===== src/rtl/traffic_phase_monitor.sv =====
// Watchdog that decodes a traffic controller's lamp outputs back into phases, measures dwell and flags errors.
// Optional LONG_DWELL timeout is compiled in with `define TRAFFIC_MON_TIMEOUT_EN.
module traffic_phase_monitor #(
    parameter int CNT_W     = 8,
    parameter int MIN_DWELL = 3,
    parameter int MAX_DWELL = 200
) (
    input  logic             clk,
    input  logic             reset_n,
    input  logic             i_enable,
    input  logic [3:0]       i_car_traffic,
    input  logic [1:0]       i_walker_traffic,
    input  logic             i_err_clr,
    output logic [2:0]       o_phase,
    output logic [CNT_W-1:0] o_dwell,
    output logic [7:0]       o_cycle_cnt,
    output logic             o_err_valid,
    output logic [2:0]       o_err_code,
    output logic             o_err_sticky,
    output logic [2:0]       o_err_first
);

    typedef enum logic [2:0] {
        PH_UNSYNC  = 3'd0,
        PH_RED     = 3'd1,
        PH_GREEN   = 3'd2,
        PH_LEFT    = 3'd3,
        PH_YELLOW  = 3'd4,
        PH_ILLEGAL = 3'd7
    } phase_t;

    localparam logic [CNT_W-1:0] DWELL_SAT = '1;

    if (MAX_DWELL < MIN_DWELL) begin : g_bad_cfg
        $error("MAX_DWELL must not be below MIN_DWELL");
    end

    logic [3:0]       car_s1_reg;
    logic [1:0]       walk_s1_reg;
    logic             en_s1_reg;
    logic             clr_s1_reg;

    phase_t           phase_reg, phase_next;
    logic [CNT_W-1:0] dwell_reg, dwell_next;
    logic             exempt_reg, exempt_next;
    logic [7:0]       cycle_reg, cycle_next;
    logic             valid_reg;
    logic [2:0]       code_reg, code_next;
    logic             sticky_reg, sticky_next;
    logic [2:0]       first_reg, first_next;

    phase_t car_ph, new_ph;
    logic   walk_ok, walk_green, prev_legal, new_legal, changed;
    logic   err_ill, err_conf, err_order, err_short, err_long;

    function automatic logic order_ok(phase_t f, phase_t t);
        return (f == PH_RED    && t == PH_GREEN) ||
               (f == PH_GREEN  && (t == PH_LEFT || t == PH_YELLOW)) ||
               (f == PH_LEFT   && t == PH_YELLOW) ||
               (f == PH_YELLOW && t == PH_RED);
    endfunction

    always_ff @(posedge clk or negedge reset_n) begin
        if (!reset_n) begin
            car_s1_reg  <= '0;
            walk_s1_reg <= '0;
            en_s1_reg   <= 1'b0;
            clr_s1_reg  <= 1'b0;
        end else begin
            car_s1_reg  <= i_car_traffic;
            walk_s1_reg <= i_walker_traffic;
            en_s1_reg   <= i_enable;
            clr_s1_reg  <= i_err_clr;
        end
    end

    always_comb begin
        case (car_s1_reg)
            4'b1000: car_ph = PH_RED;
            4'b0001: car_ph = PH_GREEN;
            4'b0011: car_ph = PH_LEFT;
            4'b0100: car_ph = PH_YELLOW;
            default: car_ph = PH_ILLEGAL;
        endcase
    end

    assign walk_ok    = (walk_s1_reg == 2'b10) || (walk_s1_reg == 2'b01);
    assign walk_green = (walk_s1_reg == 2'b01);
    assign new_ph     = (car_ph == PH_ILLEGAL || !walk_ok) ? PH_ILLEGAL : car_ph;
    assign prev_legal = phase_reg inside {PH_RED, PH_GREEN, PH_LEFT, PH_YELLOW};
    assign new_legal  = new_ph inside {PH_RED, PH_GREEN, PH_LEFT, PH_YELLOW};
    assign changed    = (new_ph != phase_reg);

    // ILLEGAL only reports on entry; staying in ILLEGAL suppresses the pulse.
    assign err_ill   = (new_ph == PH_ILLEGAL) && (phase_reg != PH_ILLEGAL);
    assign err_conf  = new_legal && walk_green && (new_ph != PH_RED);
    assign err_order = changed && prev_legal && new_legal && !order_ok(phase_reg, new_ph);
    assign err_short = changed && prev_legal && !exempt_reg &&
                       (dwell_reg < CNT_W'(MIN_DWELL));

`ifdef TRAFFIC_MON_TIMEOUT_EN
    localparam bit LONG_REACHABLE = (MAX_DWELL < (2 ** CNT_W) - 1);
    // Fires on the edge that moves the counter to MAX_DWELL+1, so once per visit.
    assign err_long = LONG_REACHABLE && !changed && prev_legal &&
                      (dwell_reg == CNT_W'(MAX_DWELL));
`else
    assign err_long = 1'b0;
`endif

    always_comb begin
        phase_next  = phase_reg;
        dwell_next  = dwell_reg;
        exempt_next = exempt_reg;
        cycle_next  = cycle_reg;
        code_next   = 3'd0;
        sticky_next = sticky_reg;
        first_next  = first_reg;

        if (!en_s1_reg) begin
            phase_next  = PH_UNSYNC;
            dwell_next  = '0;
            exempt_next = 1'b0;
        end else begin
            phase_next = new_ph;
            if (changed) begin
                dwell_next  = {{(CNT_W-1){1'b0}}, 1'b1};
                // Phases entered from UNSYNC or ILLEGAL may be partial.
                exempt_next = !prev_legal;
            end else if (dwell_reg != DWELL_SAT) begin
                dwell_next = dwell_reg + 1'b1;
            end
            if (phase_reg == PH_RED && new_ph == PH_GREEN)
                cycle_next = cycle_reg + 8'd1;

            if (err_ill)        code_next = 3'd1;
            else if (err_conf)  code_next = 3'd2;
            else if (err_order) code_next = 3'd3;
            else if (err_short) code_next = 3'd4;
            else if (err_long)  code_next = 3'd5;
        end

        if (code_next != 3'd0) begin
            sticky_next = 1'b1;
            if (!sticky_reg || clr_s1_reg)
                first_next = code_next;
        end else if (clr_s1_reg) begin
            sticky_next = 1'b0;
            first_next  = 3'd0;
        end
    end

    always_ff @(posedge clk or negedge reset_n) begin
        if (!reset_n) begin
            phase_reg  <= PH_UNSYNC;
            dwell_reg  <= '0;
            exempt_reg <= 1'b0;
            cycle_reg  <= '0;
            valid_reg  <= 1'b0;
            code_reg   <= '0;
            sticky_reg <= 1'b0;
            first_reg  <= '0;
        end else begin
            phase_reg  <= phase_next;
            dwell_reg  <= dwell_next;
            exempt_reg <= exempt_next;
            cycle_reg  <= cycle_next;
            valid_reg  <= (code_next != 3'd0);
            code_reg   <= code_next;
            sticky_reg <= sticky_next;
            first_reg  <= first_next;
        end
    end

    assign o_phase      = phase_reg;
    assign o_dwell      = dwell_reg;
    assign o_cycle_cnt  = cycle_reg;
    assign o_err_valid  = valid_reg;
    assign o_err_code   = code_reg;
    assign o_err_sticky = sticky_reg;
    assign o_err_first  = first_reg;

endmodule


===== config.mk =====
export PLATFORM = sky130hd
export DESIGN_NAME = traffic_phase_monitor
export DESIGN_NICKNAME = d
export VERILOG_FILES = /design/src/rtl/traffic_phase_monitor.sv
export SDC_FILE = /design/constraint.sdc
export NUM_CORES = 1
export LEC_CHECK = 0
export BUFFER_PORTS_ARGS = -buffer_cell sky130_fd_sc_hd__buf_2
export CAP_MARGIN = 40
export CORE_MARGIN = 1
export CORE_UTILIZATION = 50
export CTS_BUF_LIST = sky130_fd_sc_hd__clkbuf_4 sky130_fd_sc_hd__clkbuf_8 sky130_fd_sc_hd__clkbuf_16
export CTS_CLUSTER_SIZE = 16
export DETAILED_ROUTE_END_ITERATION = 12
export GPL_TIMING_DRIVEN = 0
export PLACE_DENSITY = 0.77
export SLEW_MARGIN = 20
export SYNTH_ARGS = -nofsm -noshare
export SYNTH_HDL_FRONTEND = slang
export SYNTH_SLANG_ARGS = --single-unit

===== constraint.sdc =====
create_clock -name clk -period 3.3 [get_ports clk]
set_input_delay 0.165 -clock clk [delete_from_list [all_inputs] [get_ports clk]]
set_output_delay 0.165 -clock clk [all_outputs]
set_load 0.005 [all_outputs]

-- After elaboration in Yosys (flattened, before gate mapping)
Index checks and enable logic that the tools add are counted.
Widths: inputs -> output; s select.
- register bits: 36
- bits of input ports: 10
- logic and storage cells: 86
- $add $sub $neg: 2
- $lt $le $gt $ge: 1
- equality and inequality tests: 23
- multiplexer cells: 18
- reductions and logical operators: 30
- operators by type and width (cell ; number):
    $mux 3 ; 10
    $mux 8 ; 3
    $add 8x1->8 const B ; 2
    $eq 3x2->1 const B ; 4
    $eq 3x3->1 const B ; 4
    $logic_and 1x1->1 ; 12
    $pmux 3 s4 ; 1
    $lt 8x2->1 const B ; 1
    $ne 8x8->1 const B ; 1
    $reduce_bool 4->1 ; 2
    $logic_or 1x1->1 ; 7
    $eq 3x1->1 const B ; 2
    $ne 3x1->1 const B ; 2
    $logic_not 1->1 ; 5
    $eq 4x1->1 const B ; 1
    $eq 4x2->1 const B ; 1
    $eq 4x3->1 const B ; 1
    $eq 4x4->1 const B ; 1
    $mux 1 ; 4
    $ne 2x1->1 const B ; 2
    $reduce_and 2->1 ; 2
    $ne 3x3->1 ; 1
    $ne 3x3->1 const B ; 1
    $reduce_bool 3->1 ; 1
    other kinds (3) ; 3

-- Depth between registers and ports, before layout
- depth in word-level cells: 20
- depth in mapped cells: 10
- mapped depth without buffers: 9

-- Least setup slack after synthesis
Ideal clock, no wire load.
- path kind: register to register
- start point: register walk_s1_reg[0]
- end point: register first_reg[1], in the netlist o_err_first[1]
- library setup time: 0.087 ns
- arrival time: 2.190 ns
- data required time: 3.213 ns
- setup slack: 1.024 ns
- cell stages (with the launch flop): 10
- path buffers: 1
- clock period less this slack: 2.276 ns
- cells stage by stage: dfrtp_1 -> ha_1 -> clkbuf_1 -> nor4b_1 -> a211oi_1 -> o211ai_1 -> nor4b_2 -> o21ai_1 -> inv_1 -> o211ai_1
- word-level cells in the longest chain between the ends: 20
- elaborated cells between the ends (all ways): 42
- those cells by class: eq/ne (10); mux (8); reduce/logical (24)
- RTL lines (element ; line ; text):
    start: declaration ; 39 ; logic [1:0] walk_s1_reg;
    start signal: assignment ; 71 ; walk_s1_reg <= i_walker_traffic;
    $eq 2x2->1 / $eq 2x1->1 (equally long branches) ; 87, 88 ;
    $logic_or 1x1->1 ; 87 ; assign walk_ok = (walk_s1_reg == 2'b10) || (walk_s1_reg == 2'b01);
    $logic_not 1->1 ; 89 ; assign new_ph = (car_ph == PH_ILLEGAL || !walk_ok) ? PH_ILLEGAL : car_ph;
    $logic_or 1x1->1 ; 89 ;
    $mux 3 ; 89 ;
    $eq 3x2->1 / $eq 3x3->1 (equally long branches) ; 58, 91, 59 ;
    $logic_or 1x1->1 ; 58 ; (f == PH_GREEN && (t == PH_LEFT || t == PH_YELLOW)) ||
    $logic_and 1x1->1 ; 58 ;
    [... 5 more ...] ; -- ;
    $mux 3 ; 137 ; else if (err_order) code_next = 3'd3;
    $mux 3 ; 136 ; else if (err_conf) code_next = 3'd2;
    $mux 3 * ; 135 ; if (err_ill) code_next = 3'd1;
    $mux 3 * ; 119 ; if (!en_s1_reg) begin
    via code_next[0] ; 48 ; logic [2:0] code_reg, code_next;
    $reduce_bool 3->1 * ; 142 ; if (code_next != 3'd0) begin
    $ne 2x1->1 (no line) / $reduce_bool 2->1 (equally long branches) ; -- ;
    $reduce_and 2->1 (no line) ; -- ;
    end signal: assignment ; 170 ; first_reg <= first_next;
    end: declaration ; 50 ; logic [2:0] first_reg, first_next;
Mark *: on every way through the listed nets, which the timed path passes. The rest lies on a longest branch. The select of a mux whose other input is x is not followed.
A chain may end at the register's enable or synchronous reset.

-- Worst setup path after layout
Ends and elaborated chain as after synthesis.

==> impl_metrics.env <==
export IMPL_status="completed"
export IMPL_dr_pass1_iters=4
export IMPL_initial_core_util=0.5315
export IMPL_portBuffers=36
export IMPL_cp_top_family="compound AO/OA/AOI/OAI gates"
export IMPL_grt_max_degree=37
export IMPL_finalPower_uw=819.7
export IMPL_fin_crit_sh=0.8407
export IMPL_cellLeakagePower_nw=1.047
export IMPL_period_needed_ns=2.774
export IMPL_dr_first_iter_drc_count=101
export IMPL_cts_root_buf="clkbuf_4"
export IMPL_reg2reg_slack_ns=0.53
export IMPL_setup_violations=0
export IMPL_critPathKind="register to register"
export IMPL_grt_pass1_wl_mm=6.085
export IMPL_vias=1483
export IMPL_die_x_um=62.26
export IMPL_synth_enable_flop_cells=0
export IMPL_antenna_found_initial=0
export IMPL_ioPinCount=37
export IMPL_rows=21
export IMPL_startpoint="walk_s1_reg[0]$_DFF_PN0_"
export IMPL_design_area_um2=2227
export IMPL_finalWirelength_mm=3.403
export IMPL_dpl_worst_slack_ns=0.6088
export IMPL_ir_drop_mv=0.2155
export IMPL_rr_endpoint="o_err_first[1]$_DFFE_PN0P_"
export IMPL_powerDensity_nw_per_um2=368.0
export IMPL_crit_path_start_kind="register"
export IMPL_final_util=0.6520
export IMPL_antenna_cells=0
export IMPL_rsz0062_at_grt="false"
export IMPL_post_place_cells=257
export IMPL_crit_buf_inv=2
export IMPL_clock_latency_ns=0.33
export IMPL_post_synth_inst_count=175
export IMPL_routabilityCongestion=0.8149
export IMPL_crit_chain="ha_1 > clkbuf_1 > nor4b_1 > a211oi_1 > o211ai_1 > nor4b_2 > o21ai_1 > inv_1 > o211ai_1"
export IMPL_drv_slew=0
export IMPL_layout_commonest_cell="buf_2"
export IMPL_grt_overflow=0
export IMPL_postCtsResizedCells=0
export IMPL_path_clk_slew_ns=0.10
export IMPL_ys_ff_latch=36
export IMPL_async_flop_share=1.000
export IMPL_rr_startpoint="walk_s1_reg[0]$_DFF_PN0_"
export IMPL_syn_area_um2=1815
export IMPL_post_dp_hpwl_mm=2.444
export IMPL_synth_ff_type="dfrtp_1"
export IMPL_relSlewSlack=0.5395
export IMPL_avgSynthCellArea_um2=10.37
export IMPL_detail_route_antenna_nets=0
export IMPL_holdCritPathClass="primary input to async pin"
export IMPL_max_cap_violations=0
export IMPL_required_ns=3.55
export IMPL_drt_wirelength_per_cell_um=12.37
export IMPL_ys_warn_count=0
export IMPL_cts_max_level=2
export IMPL_crit_top_cell="o211ai_1"
export IMPL_cts_buffer_depth=2
export IMPL_clock_sinks=36
export IMPL_dieHeight_um=62.26
export IMPL_grt_total_usage=0.2000
export IMPL_core_area_um2=3416
export IMPL_worstMarginPinSlew_ns=0.6877
export IMPL_vias_per_cell=5.393
export IMPL_fin_cells=275
export IMPL_postLayoutSetupSlackWorst_ns=0.5258
export IMPL_slowest_delay_ns=0.58
export IMPL_fin_skew_ns=0.01327
export IMPL_timing_hold_ws_ns=0.2682
export IMPL_cp_end_kind="register"
export IMPL_finalHoldViolations=0
export IMPL_fmax_mhz=360.5
export IMPL_nets=241
export IMPL_dieArea_um2=3876
export IMPL_grt_pass1_vias=1354
export IMPL_fin_tns_setup_ns=0
export IMPL_critPathArrivalTime_ns=3.02
export IMPL_drcViolationCount=0
export IMPL_area_growth_pct=22.67
export IMPL_placed_cell_area_um2=2053
export IMPL_drive_gt1_frac=0.2576
export IMPL_crit_slowest_cell="o211ai_1"
export IMPL_ys_seq_area_frac=0.4962
export IMPL_cts_tree="built"
export IMPL_synthesis_nets=188
export IMPL_mostFrequentLayoutCells="buf_2, dfrtp_1, nor2_1"
export IMPL_cts_buffers=5
export IMPL_r2r_cells=9
export IMPL_crit_fanout=8
export IMPL_synth_distinct_cells=51
## repair_timing
item / CTS / global route
hold endpoints to repair: 44 / 0
buffers inserted: 0 / 0
hold buffers: 9 / 0
## Yosys cell counts, types with 2 or more instances
| cell | n | share of area |
|---|---|---|
| nand2_1 | 7 | 0.014 |
| dfrtp_1 | 36 | 0.50 |
| ha_1 | 3 | 0.021 |
| o21ai_0 | 6 | 0.017 |
| nor3_1 | 6 | 0.017 |
| o31ai_1 | 2 | 0.0083 |
| clkbuf_1 | 5 | 0.010 |
| nand2b_1 | 2 | 0.0069 |
| xnor2_1 | 5 | 0.024 |
| nand3b_1 | 2 | 0.0083 |
| o211ai_1 | 6 | 0.025 |
| nand4_1 | 2 | 0.0069 |
| xor2_1 | 7 | 0.034 |
| a211oi_1 | 2 | 0.0083 |
| nand3_1 | 13 | 0.036 |
| nor2b_1 | 4 | 0.014 |
| and3_1 | 2 | 0.0069 |
| or4b_4 | 2 | 0.015 |
| nor4_1 | 3 | 0.010 |
| nor4b_1 | 3 | 0.014 |
| nor2_1 | 18 | 0.037 |
| a21oi_1 | 4 | 0.011 |
| inv_1 | 6 | 0.012 |
| and2_1 | 2 | 0.0069 |
## power breakdown
group	internal [mW]	total [mW]	switching, mW
logic	0.0561	0.121	0.0653
clock network	0.0818	0.226	0.144
registers	0.459	0.473	0.0137
total	0.597	0.820	0.223
## layer usage
| metal | GRT usage | share of wire |
|---|---|---|
| met3 | 0.05515 | 0.046 |
| met5 | 0 | 0 |
| met2 | 0.3228 | 0.46 |
| met4 | 0.06105 | 0.012 |
| met1 | 0.2620 | 0.48 |
## worst max-delay path by stage
stage / to / cells past startpoint
2_1_floorplan: o_err_first[1]$_DFFE_PN0P_ / 9
3_3_place_gp: o_err_first[1]$_DFFE_PN0P_ / 9
3_5_place_dp: o_err_first[1]$_DFFE_PN0P_ / 9
4_1_cts: o_err_first[1]$_DFFE_PN0P_ / 9
5_1_grt: o_err_first[1]$_DFFE_PN0P_ / 9
6_report: o_err_first[1]$_DFFE_PN0P_ / 9
## cells by family (layout without fill, tap and decap cells)
kind of cell	Yosys count	in the layout	synth area share
AND/OR/NAND/NOR	76	76	0.2419
XOR/XNOR	12	12	0.05789
adder cells (fa/ha/maj)	3	3	0.02068
AO/OA/AOI/OAI	33	33	0.1399
flip-flops	36	36	0.4962
buffers and inverters	13	67	0.03170
multiplexers	2	2	0.01172
## final cells by class
class	count	area, um2
clock buffer	5	37.54
timing repair buffer	46	297.8
multi-input combinational	126	857.1
sequential	36	900.9
fill	304	1189
inverter	6	22.52
tap	46	57.56
buffer	7	35.03
clock inverter	3	18.77
(Power assumes the default switching activity.)
